$ cat config.mk
export PLATFORM = sky130hd
export DESIGN_NAME = byte_wb_regfile
export DESIGN_NICKNAME = d
export VERILOG_FILES = /design/src/rtl/byte_wb_regfile_pkg.sv /design/src/rtl/byte_regfile_core.sv /design/src/rtl/byte_wb_regfile.sv
export SDC_FILE = /design/constraint.sdc
export NUM_CORES = 1
export LEC_CHECK = 0
export CAP_MARGIN = 15
export CORE_MARGIN = 5
export CORE_UTILIZATION = 40
export CTS_CLUSTER_SIZE = 24
export DETAILED_ROUTE_END_ITERATION = 6
export MAX_ROUTING_LAYER = met4
export PLACE_DENSITY_LB_ADDON = 0.1
export SYNTH_ARGS = -nofsm -noshare
export SYNTH_HDL_FRONTEND = slang
export SYNTH_SLANG_ARGS = --single-unit
export TNS_END_PERCENT = 10
$ cat constraint.sdc
create_clock -name clk -period 4.3 [get_ports clk]
set_input_delay 0.86 -clock clk [delete_from_list [all_inputs] [get_ports clk]]
set_output_delay 0.86 -clock clk [all_outputs]
set_load 0.01 [all_outputs]
$ cat src/rtl/byte_wb_regfile_pkg.sv
// Processor-wide constants and the write-back entry type shared by the
// byte-wide pipeline (result width, register address width, retire counter width).
package byte_wb_regfile_pkg;

    localparam int WB_DATA_W = 8;
    localparam int WB_ADDR_W = 3;
    localparam int RETIRE_W  = 16;

    typedef struct packed {
        logic                 we;
        logic [WB_ADDR_W-1:0] rd;
        logic [WB_DATA_W-1:0] data;
    } wb_entry_t;

endpackage

$ cat src/rtl/byte_regfile_core.sv
// Register storage: one synchronous write port, two raw combinational read ports.
// Optional WB_ZERO_REG_EN makes writes to r0 ineffective so r0 stays at its reset value of 0.
module byte_regfile_core
    import byte_wb_regfile_pkg::*;
#(
    parameter int DATA_W = WB_DATA_W,
    parameter int NREGS  = 8,
    parameter int ADDR_W = WB_ADDR_W
) (
    input  logic              clk,
    input  logic              rst_n,
    input  logic              i_we,
    input  logic [ADDR_W-1:0] i_waddr,
    input  logic [DATA_W-1:0] i_wdata,
    input  logic [ADDR_W-1:0] i_raddr1,
    output logic [DATA_W-1:0] o_rdata1,
    input  logic [ADDR_W-1:0] i_raddr2,
    output logic [DATA_W-1:0] o_rdata2
);

    logic [DATA_W-1:0] r_mem [NREGS];
    logic              w_we;

`ifdef WB_ZERO_REG_EN
    assign w_we = i_we && (i_waddr != '0);
`else
    assign w_we = i_we;
`endif

    always_ff @(posedge clk or negedge rst_n) begin
        if (!rst_n) begin
            r_mem <= '{default: '0};
        end else if (w_we) begin
            r_mem[i_waddr] <= i_wdata;
        end
    end

    assign o_rdata1 = r_mem[i_raddr1];
    assign o_rdata2 = r_mem[i_raddr2];

endmodule

$ cat src/rtl/byte_wb_regfile.sv
// Write-back stage: single-entry result register with valid/ready intake, commit to the
// register file, and forwarding of the pending result. Macro WB_ZERO_REG_EN hardwires r0 to 0.
module byte_wb_regfile
    import byte_wb_regfile_pkg::*;
#(
    parameter int DATA_W = WB_DATA_W,
    parameter int NREGS  = 8,
    parameter int ADDR_W = WB_ADDR_W
) (
    input  logic                clk,
    input  logic                rst_n,
    input  logic                res_valid,
    output logic                res_ready,
    input  logic                res_we,
    input  logic [ADDR_W-1:0]   res_rd,
    input  logic [DATA_W-1:0]   res_data,
    input  logic                wb_stall,
    input  logic [ADDR_W-1:0]   rs1_addr,
    output logic [DATA_W-1:0]   rs1_data,
    input  logic [ADDR_W-1:0]   rs2_addr,
    output logic [DATA_W-1:0]   rs2_data,
    output logic                wb_pending,
    output logic [RETIRE_W-1:0] retire_cnt
);

    wb_entry_t             r_wb;
    logic                  r_wb_valid;
    logic [RETIRE_W-1:0]   r_retire_cnt;

    logic                  w_accept;
    logic                  w_commit;
    logic                  w_fwd1;
    logic                  w_fwd2;
    logic [DATA_W-1:0]     w_raw1;
    logic [DATA_W-1:0]     w_raw2;

    assign res_ready = !r_wb_valid || !wb_stall;
    assign w_accept  = res_valid && res_ready;
    assign w_commit  = r_wb_valid && !wb_stall;

    // Accept has priority over clearing valid so accept+commit on one edge keeps full throughput.
    always_ff @(posedge clk or negedge rst_n) begin
        if (!rst_n) begin
            r_wb_valid   <= 1'b0;
            r_wb         <= '0;
            r_retire_cnt <= '0;
        end else begin
            if (w_accept) begin
                r_wb_valid <= 1'b1;
                r_wb.we    <= res_we;
                r_wb.rd    <= res_rd;
                r_wb.data  <= res_data;
            end else if (w_commit) begin
                r_wb_valid <= 1'b0;
            end
            if (w_commit) begin
                r_retire_cnt <= r_retire_cnt + RETIRE_W'(1);
            end
        end
    end

    byte_regfile_core #(
        .DATA_W (DATA_W),
        .NREGS  (NREGS),
        .ADDR_W (ADDR_W)
    ) u_core (
        .clk      (clk),
        .rst_n    (rst_n),
        .i_we     (w_commit && r_wb.we),
        .i_waddr  (r_wb.rd),
        .i_wdata  (r_wb.data),
        .i_raddr1 (rs1_addr),
        .o_rdata1 (w_raw1),
        .i_raddr2 (rs2_addr),
        .o_rdata2 (w_raw2)
    );

`ifdef WB_ZERO_REG_EN
    assign w_fwd1 = r_wb_valid && r_wb.we && (r_wb.rd == rs1_addr) && (rs1_addr != '0);
    assign w_fwd2 = r_wb_valid && r_wb.we && (r_wb.rd == rs2_addr) && (rs2_addr != '0);
`else
    assign w_fwd1 = r_wb_valid && r_wb.we && (r_wb.rd == rs1_addr);
    assign w_fwd2 = r_wb_valid && r_wb.we && (r_wb.rd == rs2_addr);
`endif

    assign rs1_data   = w_fwd1 ? r_wb.data : w_raw1;
    assign rs2_data   = w_fwd2 ? r_wb.data : w_raw2;
    assign wb_pending = r_wb_valid;
    assign retire_cnt = r_retire_cnt;

endmodule

# == Word-level counts from Yosys, hierarchy flattened ==
# Cells that the tools add are included.
# word_totals
register_bits,93
output_inout_bits,34
word_cells,47
inputBits,22
# classes
reduce_logical,11
n_mux,13
bitwise,3
n_lt_le_gt_ge,4
eq_ne,2
n_addsub,1
# op_table
cell,count
bitwise mux 64 bit,1
2-to-1 mux 8 bit,7
binary-select mux 8 bit (select 3 bit),2
demux 8 bit (select 3 bit),1
adder 16 x 1 -> 16 bit (second input constant),1
greater-or-equal comparator 4 bit (second input constant),3
inverter 3 -> 4 bit,3
logical AND 1 bit,7
equality test 3 bit,2
< comparator 4 x 1 -> 1 bit (second input constant),1
zero test 1 bit,2
2-to-1 mux 1 bit,2
nonzero test 2 bit,1
logical OR 1 bit,1

# == Logic depth before layout (Yosys ltp) ==
# logic_depth
ltp_word,6
depth_mapped,7
ltp_nobuf,5

# == Cells and area by module ==
# A second synthesis with hierarchy kept.
# unflattened
cells_unflattened,310
hier_area_um2,4983.5
# by_module_without_submodules
mod,area_each_um2,instances,seq_area_each_um2,cells_each
byte_regfile_core,3539.6,1,1601.5,201
byte_wb_regfile,1443.9,1,725.7,109

# == Least setup slack after synthesis ==
# Ideal clock, no wire load.
# synth_timing
kind,input port to output port
startpoint,input port rs1_addr[1]
endpoint,output port rs1_data[1]
path_stages,5
setup_slack_ns,1.138
required_ns,3.440
t_arrival_ns,2.302
path_cell_list,clkbuf_1 > clkbuf_1 > mux4_2 > mux2_2 > mux2_2
# synth_via
elab_chain_cells,5
# synth_lines
item,line,rtl
start: declaration,byte_wb_regfile.sv:18,"input logic [ADDR_W-1:0] rs1_addr,"
inverter 3 -> 4 bit (not written as such),byte_regfile_core.sv:38,assign o_rdata1 = r_mem[i_raddr1];
binary-select mux 8 bit (select 3 bit),byte_regfile_core.sv:38,
2-to-1 mux 8 bit (not written as such) (2 in series),byte_regfile_core.sv:38,
2-to-1 mux 8 bit *,byte_wb_regfile.sv:86,assign rs1_data = w_fwd1 ? r_wb.data : w_raw1;
end: declaration,byte_wb_regfile.sv:19,"output logic [DATA_W-1:0] rs1_data,"
# Every way passes the cells marked *; elsewhere a longest branch is shown, timed or not. The select of a mux whose other input is x is not followed.

# == Final worst setup path ==
# layout_timing
startpoint,input port rs1_addr[0]
endpoint,output port rs1_data[7]
# Same word-level chain as after synthesis.

==> report_table.html <==
<table>
<tr><th>Metric</th><th>Value</th></tr>
<tr><th colspan="2">Clock network</th></tr>
<tr><td>Total clock buffers created by CTS</td><td>9</td></tr>
<tr><td>CTS tree</td><td>built</td></tr>
<tr><td>Sinks on the clock net</td><td>93</td></tr>
<tr><td>Level count of the clock H-tree</td><td>3</td></tr>
<tr><td>Worst-Skew Late Latency</td><td>0.33 ns</td></tr>
<tr><td>Post-CTS setup-driven buffer insertion count</td><td>0</td></tr>
<tr><td>Register clock-pin slew on the reported worst setup and hold paths</td><td>0.06 ns</td></tr>
<tr><td>Hold-fix buffers, CTS</td><td>0</td></tr>
<tr><td>Root buf cell</td><td>sky130_fd_sc_hd__clkbuf_16</td></tr>
<tr><td>PostCTS Resize Cnt</td><td>0</td></tr>
<tr><td>CTS max path bufs</td><td>2</td></tr>
<tr><th colspan="2">Logic synthesis</th></tr>
<tr><td>Number of nets in the synthesized netlist</td><td>345</td></tr>
<tr><td>Main combinational cell family by area after synthesis</td><td>multiplexers</td></tr>
<tr><td>Parity-gate share of the synthesized area counting xor and xnor cells</td><td>3.65%</td></tr>
<tr><td>Most instantiated flip-flop cell in the synthesis netlist</td><td>sky130_fd_sc_hd__dfrtp_1</td></tr>
<tr><td>Average cell area after synthesis</td><td>15.7 µm²</td></tr>
<tr><td>Portion of the post-synthesis area used by sequential elements</td><td>46.1%</td></tr>
<tr><td>Proportion of netlist area held by the largest area contributor</td><td>46.1%</td></tr>
<tr><td>Post-synthesis adder-cell area fraction</td><td>0.248%</td></tr>
<tr><td>Area leader, netlist</td><td>sky130_fd_sc_hd__dfrtp_1</td></tr>
<tr><td>#FFs+latches synth</td><td>93</td></tr>
<tr><td>Cell with the most instances after synthesis</td><td>sky130_fd_sc_hd__mux2_2</td></tr>
<tr><td>Syn Std Cell Area</td><td>between 0.005 and 0.006 mm²</td></tr>
<tr><td>Number of flops mapped to enable cells by yosys</td><td>0</td></tr>
<tr><td>Post-synthesis async set-or-reset flop share</td><td>100%</td></tr>
<tr><td>Synthesis warning total</td><td>0</td></tr>
<tr><td>Most area-consuming cells after synthesis</td><td>sky130_fd_sc_hd__dfrtp_1 (46%), sky130_fd_sc_hd__mux2_2 (24%), sky130_fd_sc_hd__mux4_1 (15%), sky130_fd_sc_hd__xnor2_1 (1.9%), sky130_fd_sc_hd__xor2_1 (1.7%)</td></tr>
<tr><td>Share of cell area taken by muxes after synthesis</td><td>between 40% and 50%</td></tr>
<tr><td>Synth Area in Simple Gates</td><td>6.05%</td></tr>
<tr><td>Mapped Cells</td><td>around 320</td></tr>
<tr><td>Commonest cells in the netlist</td><td>sky130_fd_sc_hd__mux2_2 (109), sky130_fd_sc_hd__dfrtp_1 (93), sky130_fd_sc_hd__mux4_1 (29)</td></tr>
<tr><td>Area fraction in compound gates after synthesis</td><td>0%</td></tr>
<tr><td>Synth unique cells</td><td>32</td></tr>
<tr><th colspan="2">STA</th></tr>
<tr><td>Upper clock frequency limit</td><td>248 MHz</td></tr>
<tr><td>Tcrit/Tclk final</td><td>between 90 and 100%</td></tr>
<tr><td>Hold slack final</td><td>0.472 ns</td></tr>
<tr><td>Worst clock skew</td><td>0.00515 ns</td></tr>
<tr><td>Final count of negative-setup-slack endpoints</td><td>0</td></tr>
<tr><td>Minimum clock period</td><td>4.03 ns</td></tr>
<tr><td>Slew margin rel.</td><td>36.2%</td></tr>
<tr><td>Slew at the pin with the worst max-slew slack</td><td>0.943 ns</td></tr>
<tr><td>Number of max-slew violations in the final report</td><td>0</td></tr>
<tr><td>Setup TNS Final</td><td>0 ns</td></tr>
<tr><td>Setup repair after global routing missed its margin</td><td>false</td></tr>
<tr><td>Count of endpoints failing hold in the final timing report</td><td>0</td></tr>
<tr><th colspan="2">Place</th></tr>
<tr><td>Buffers on Ports</td><td>between 50 and 60</td></tr>
<tr><td>GPL Wtd Cong</td><td>0.752</td></tr>
<tr><td>Half-perimeter wire length of the detailed placement result</td><td>7240 µm</td></tr>
<tr><th colspan="2">Die</th></tr>
<tr><td>Effective utilization at floorplan</td><td>just over 40%</td></tr>
<tr><td>Height of the chip</td><td>between 100 and 150 µm</td></tr>
<tr><td>Floorplan row count</td><td>41</td></tr>
<tr><td>Top-level I/O count</td><td>56</td></tr>
<tr><td>Die outline area</td><td>0.0150 mm²</td></tr>
<tr><td>Core box area</td><td>0.0125 mm²</td></tr>
<tr><td>Die width</td><td>122 µm</td></tr>
<tr><th colspan="2">Detailed routing</th></tr>
<tr><td>Detailed-route vias per instance</td><td>approximately 5.3</td></tr>
<tr><td>Wire length per cell after detailed routing</td><td>20.0 µm</td></tr>
<tr><td>Number of vias in the routed layout</td><td>2919</td></tr>
<tr><td>Number of iterations in the first detailed-routing pass</td><td>4</td></tr>
<tr><td>DRC violations left</td><td>0</td></tr>
<tr><td>Aggregate routed wire length</td><td>between 10000 and 15000 µm</td></tr>
<tr><td>Number of routed nets with antenna violations</td><td>0</td></tr>
<tr><td>Number of design-rule violations left by the first detailed-router iteration</td><td>118</td></tr>
<tr><th colspan="2">Job</th></tr>
<tr><td>Max-cap violations</td><td>0</td></tr>
<tr><th colspan="2">Pwr</th></tr>
<tr><td>Power share of the sequential group</td><td>a little over two fifths</td></tr>
<tr><td>Tot Pwr</td><td>between 0.003 and 0.004 W</td></tr>
<tr><td>Peak ir drop on the vdd network</td><td>0.242 mV</td></tr>
<tr><td>Switching share of power</td><td>26.8%</td></tr>
<tr><td>Pwr dens</td><td>576 mW/mm²</td></tr>
<tr><td>Clk pwr share</td><td>between 20% and 30%</td></tr>
<tr><td>Net switching power figure</td><td>0.000938 W</td></tr>
<tr><td>Cell internal pwr</td><td>0.00256 W</td></tr>
<tr><td>Leakage component of the power</td><td>2.63 nW</td></tr>
<tr><td>Proportion of power drawn by combinational gates</td><td>approximately 33%</td></tr>
<tr><th colspan="2">Worst setup path</th></tr>
<tr><td>Arrival time at the worst endpoint</td><td>3.17 ns</td></tr>
<tr><td>RR Startpoint</td><td>wb_pending$_DFFE_PN0P_</td></tr>
<tr><td>Worst EP required</td><td>3.44 ns</td></tr>
<tr><td>Start-to-end type of the worst setup path</td><td>in2out</td></tr>
<tr><td>CP startpoint kind</td><td>primary input</td></tr>
<tr><td>Critical Path End Type</td><td>output pin</td></tr>
<tr><td>Launching element of the worst setup path</td><td>rs1_addr[0]</td></tr>
<tr><td>Largest driver fanout on the critical path</td><td>17</td></tr>
<tr><th colspan="2">Worst hold path</th></tr>
<tr><td>Startpoint of the tightest hold check path</td><td>retire_cnt[15]$_DFFE_PN0P_</td></tr>
<tr><td>Hold Path Class</td><td>reg2reg</td></tr>
<tr><th colspan="2">Layout</th></tr>
<tr><td>Layout net count</td><td>397</td></tr>
<tr><td>Total area of multi-input combinational cells</td><td>between 0.002 and 0.003 mm²</td></tr>
<tr><td>Fraction of layout instances using a drive strength above 1</td><td>39.1%</td></tr>
<tr><td>Number of antenna repair diodes</td><td>0</td></tr>
<tr><td>Layout overhead on the synthesized area</td><td>20.6%</td></tr>
<tr><td>Footprint of the flip-flops and latches</td><td>approximately 0.0023 mm²</td></tr>
<tr><td>Fill cell instance count of the final layout</td><td>roughly 1100</td></tr>
<tr><th colspan="2">Global route</th></tr>
<tr><td>Antenna violations before repair</td><td>0</td></tr>
<tr><td>Largest net degree at the start of global routing</td><td>71</td></tr>
<tr><td>Global route overflow</td><td>0</td></tr>
<tr><td>Global-route wire length before repair</td><td>17800 µm</td></tr>
<tr><td>Vias in the first global route</td><td>3125</td></tr>
<tr><td>Global-route usage over all layers</td><td>between 15 and 20%</td></tr>
<tr><th colspan="2">Run status</th></tr>
<tr><td>Status</td><td>completed</td></tr>
</table>
-- cell families (layout without fill, tap and decap cells) --
| family | Yosys count | after routing |
|---|---|---|
| flops | 93 | 93 |
| xor+xnor | 21 | 21 |
| mux | 141 | 141 |
| simple gates | 41 | 41 |
| buf+inv | 25 | 82 |
| fa+ha+maj | 1 | 1 |
-- flip-flops by register name, summed over array words and instances (netlist names) --
register and flops:
wb_pending 1, u_core.r_mem 64, retire_cnt 16, r_wb 12
-- area by class of cell --
type / count / area share [%]
multi-input combinational: 204 / 42.1
sequential: 93 / 38.2
timing repair buffer: 66 / 10.8
clock buffer: 13 / 4.28
tap: 172 / 3.54
clock inverter: 3 / 1.11
-- metal layers --
layer,track usage [%],wire [µm],vias to the layer above,part of all wire [%]
met5,-,0,-,0
met4,5.25,150,0,1.4
met3,2.95,403,11,3.6
met2,25.2,5220,61,47
met1,22.3,5260,1507,48
li1,-,-,1340,-
-- final timing paths --
| kind | endpoint | slack (ns) | cells after the start |
|---|---|---|---|
| max | rs1_data[7] | 0.27 | 6 |
| min | retire_cnt[15]$_DFFE_PN0P_ | 0.47 | 1 |
| max reg2reg | u_core.r_mem[11]$_DFFE_PN0P_ | 2.07 | 4 |
| min reg2reg | retire_cnt[15]$_DFFE_PN0P_ | 0.47 | 1 |
| max in group asynchronous | r_wb[10]$_DFFE_PN0P_ | 2.79 | 2 |
| min in group asynchronous | r_wb[5]$_DFFE_PN0P_ | 0.64 | 1 |
-- layout by cell type (no fill, tap or decap), types with 3 or more instances in the layout --
cell type	n
sky130_fd_sc_hd__buf_4	10
sky130_fd_sc_hd__clkbuf_16	9
sky130_fd_sc_hd__clkdlybuf4s50_1	54
sky130_fd_sc_hd__dfrtp_1	93
sky130_fd_sc_hd__mux2_2	109
sky130_fd_sc_hd__mux4_1	29
sky130_fd_sc_hd__mux4_2	3
sky130_fd_sc_hd__nand2_1	9
sky130_fd_sc_hd__nand3_1	5
sky130_fd_sc_hd__nand4_1	5
sky130_fd_sc_hd__nor2_1	3
sky130_fd_sc_hd__xnor2_1	11
sky130_fd_sc_hd__xor2_1	10
-- critical path, cell delays in order --
cell and delay, ns:
sky130_fd_sc_hd__clkdlybuf4s50_1 0.51, sky130_fd_sc_hd__buf_12 0.19, sky130_fd_sc_hd__mux4_1 0.56, sky130_fd_sc_hd__mux2_2 0.27, sky130_fd_sc_hd__mux2_2 0.27, sky130_fd_sc_hd__clkdlybuf4s50_1 0.49
-- power groups by stage --
stage | Clock (W) | Combinational (W) | Sequential, W
floorplan | 0 | 0.000844 | 0.00139
global placement | 0 | 0.00116 | 0.00148
detailed placement | 0 | 0.00118 | 0.00150
CTS | 0.000882 | 0.00118 | 0.00148
global route | 0.000926 | 0.00126 | 0.00154
finish | 0.000860 | 0.00116 | 0.00148
-- stage by stage --
step           setup WS, ns  cells  utilization, %  cell area, µm²
2_1_floorplan          1.14    322               -            5040
3_3_place_gp          0.263    535            46.0            5760
3_5_place_dp          0.260    535            46.0            5760
4_1_cts               0.260    551            48.6            6080
5_1_grt               0.201    551            48.6            6080
6_report              0.274    551            48.6            6080
Power figures use the tool's default switching activity.
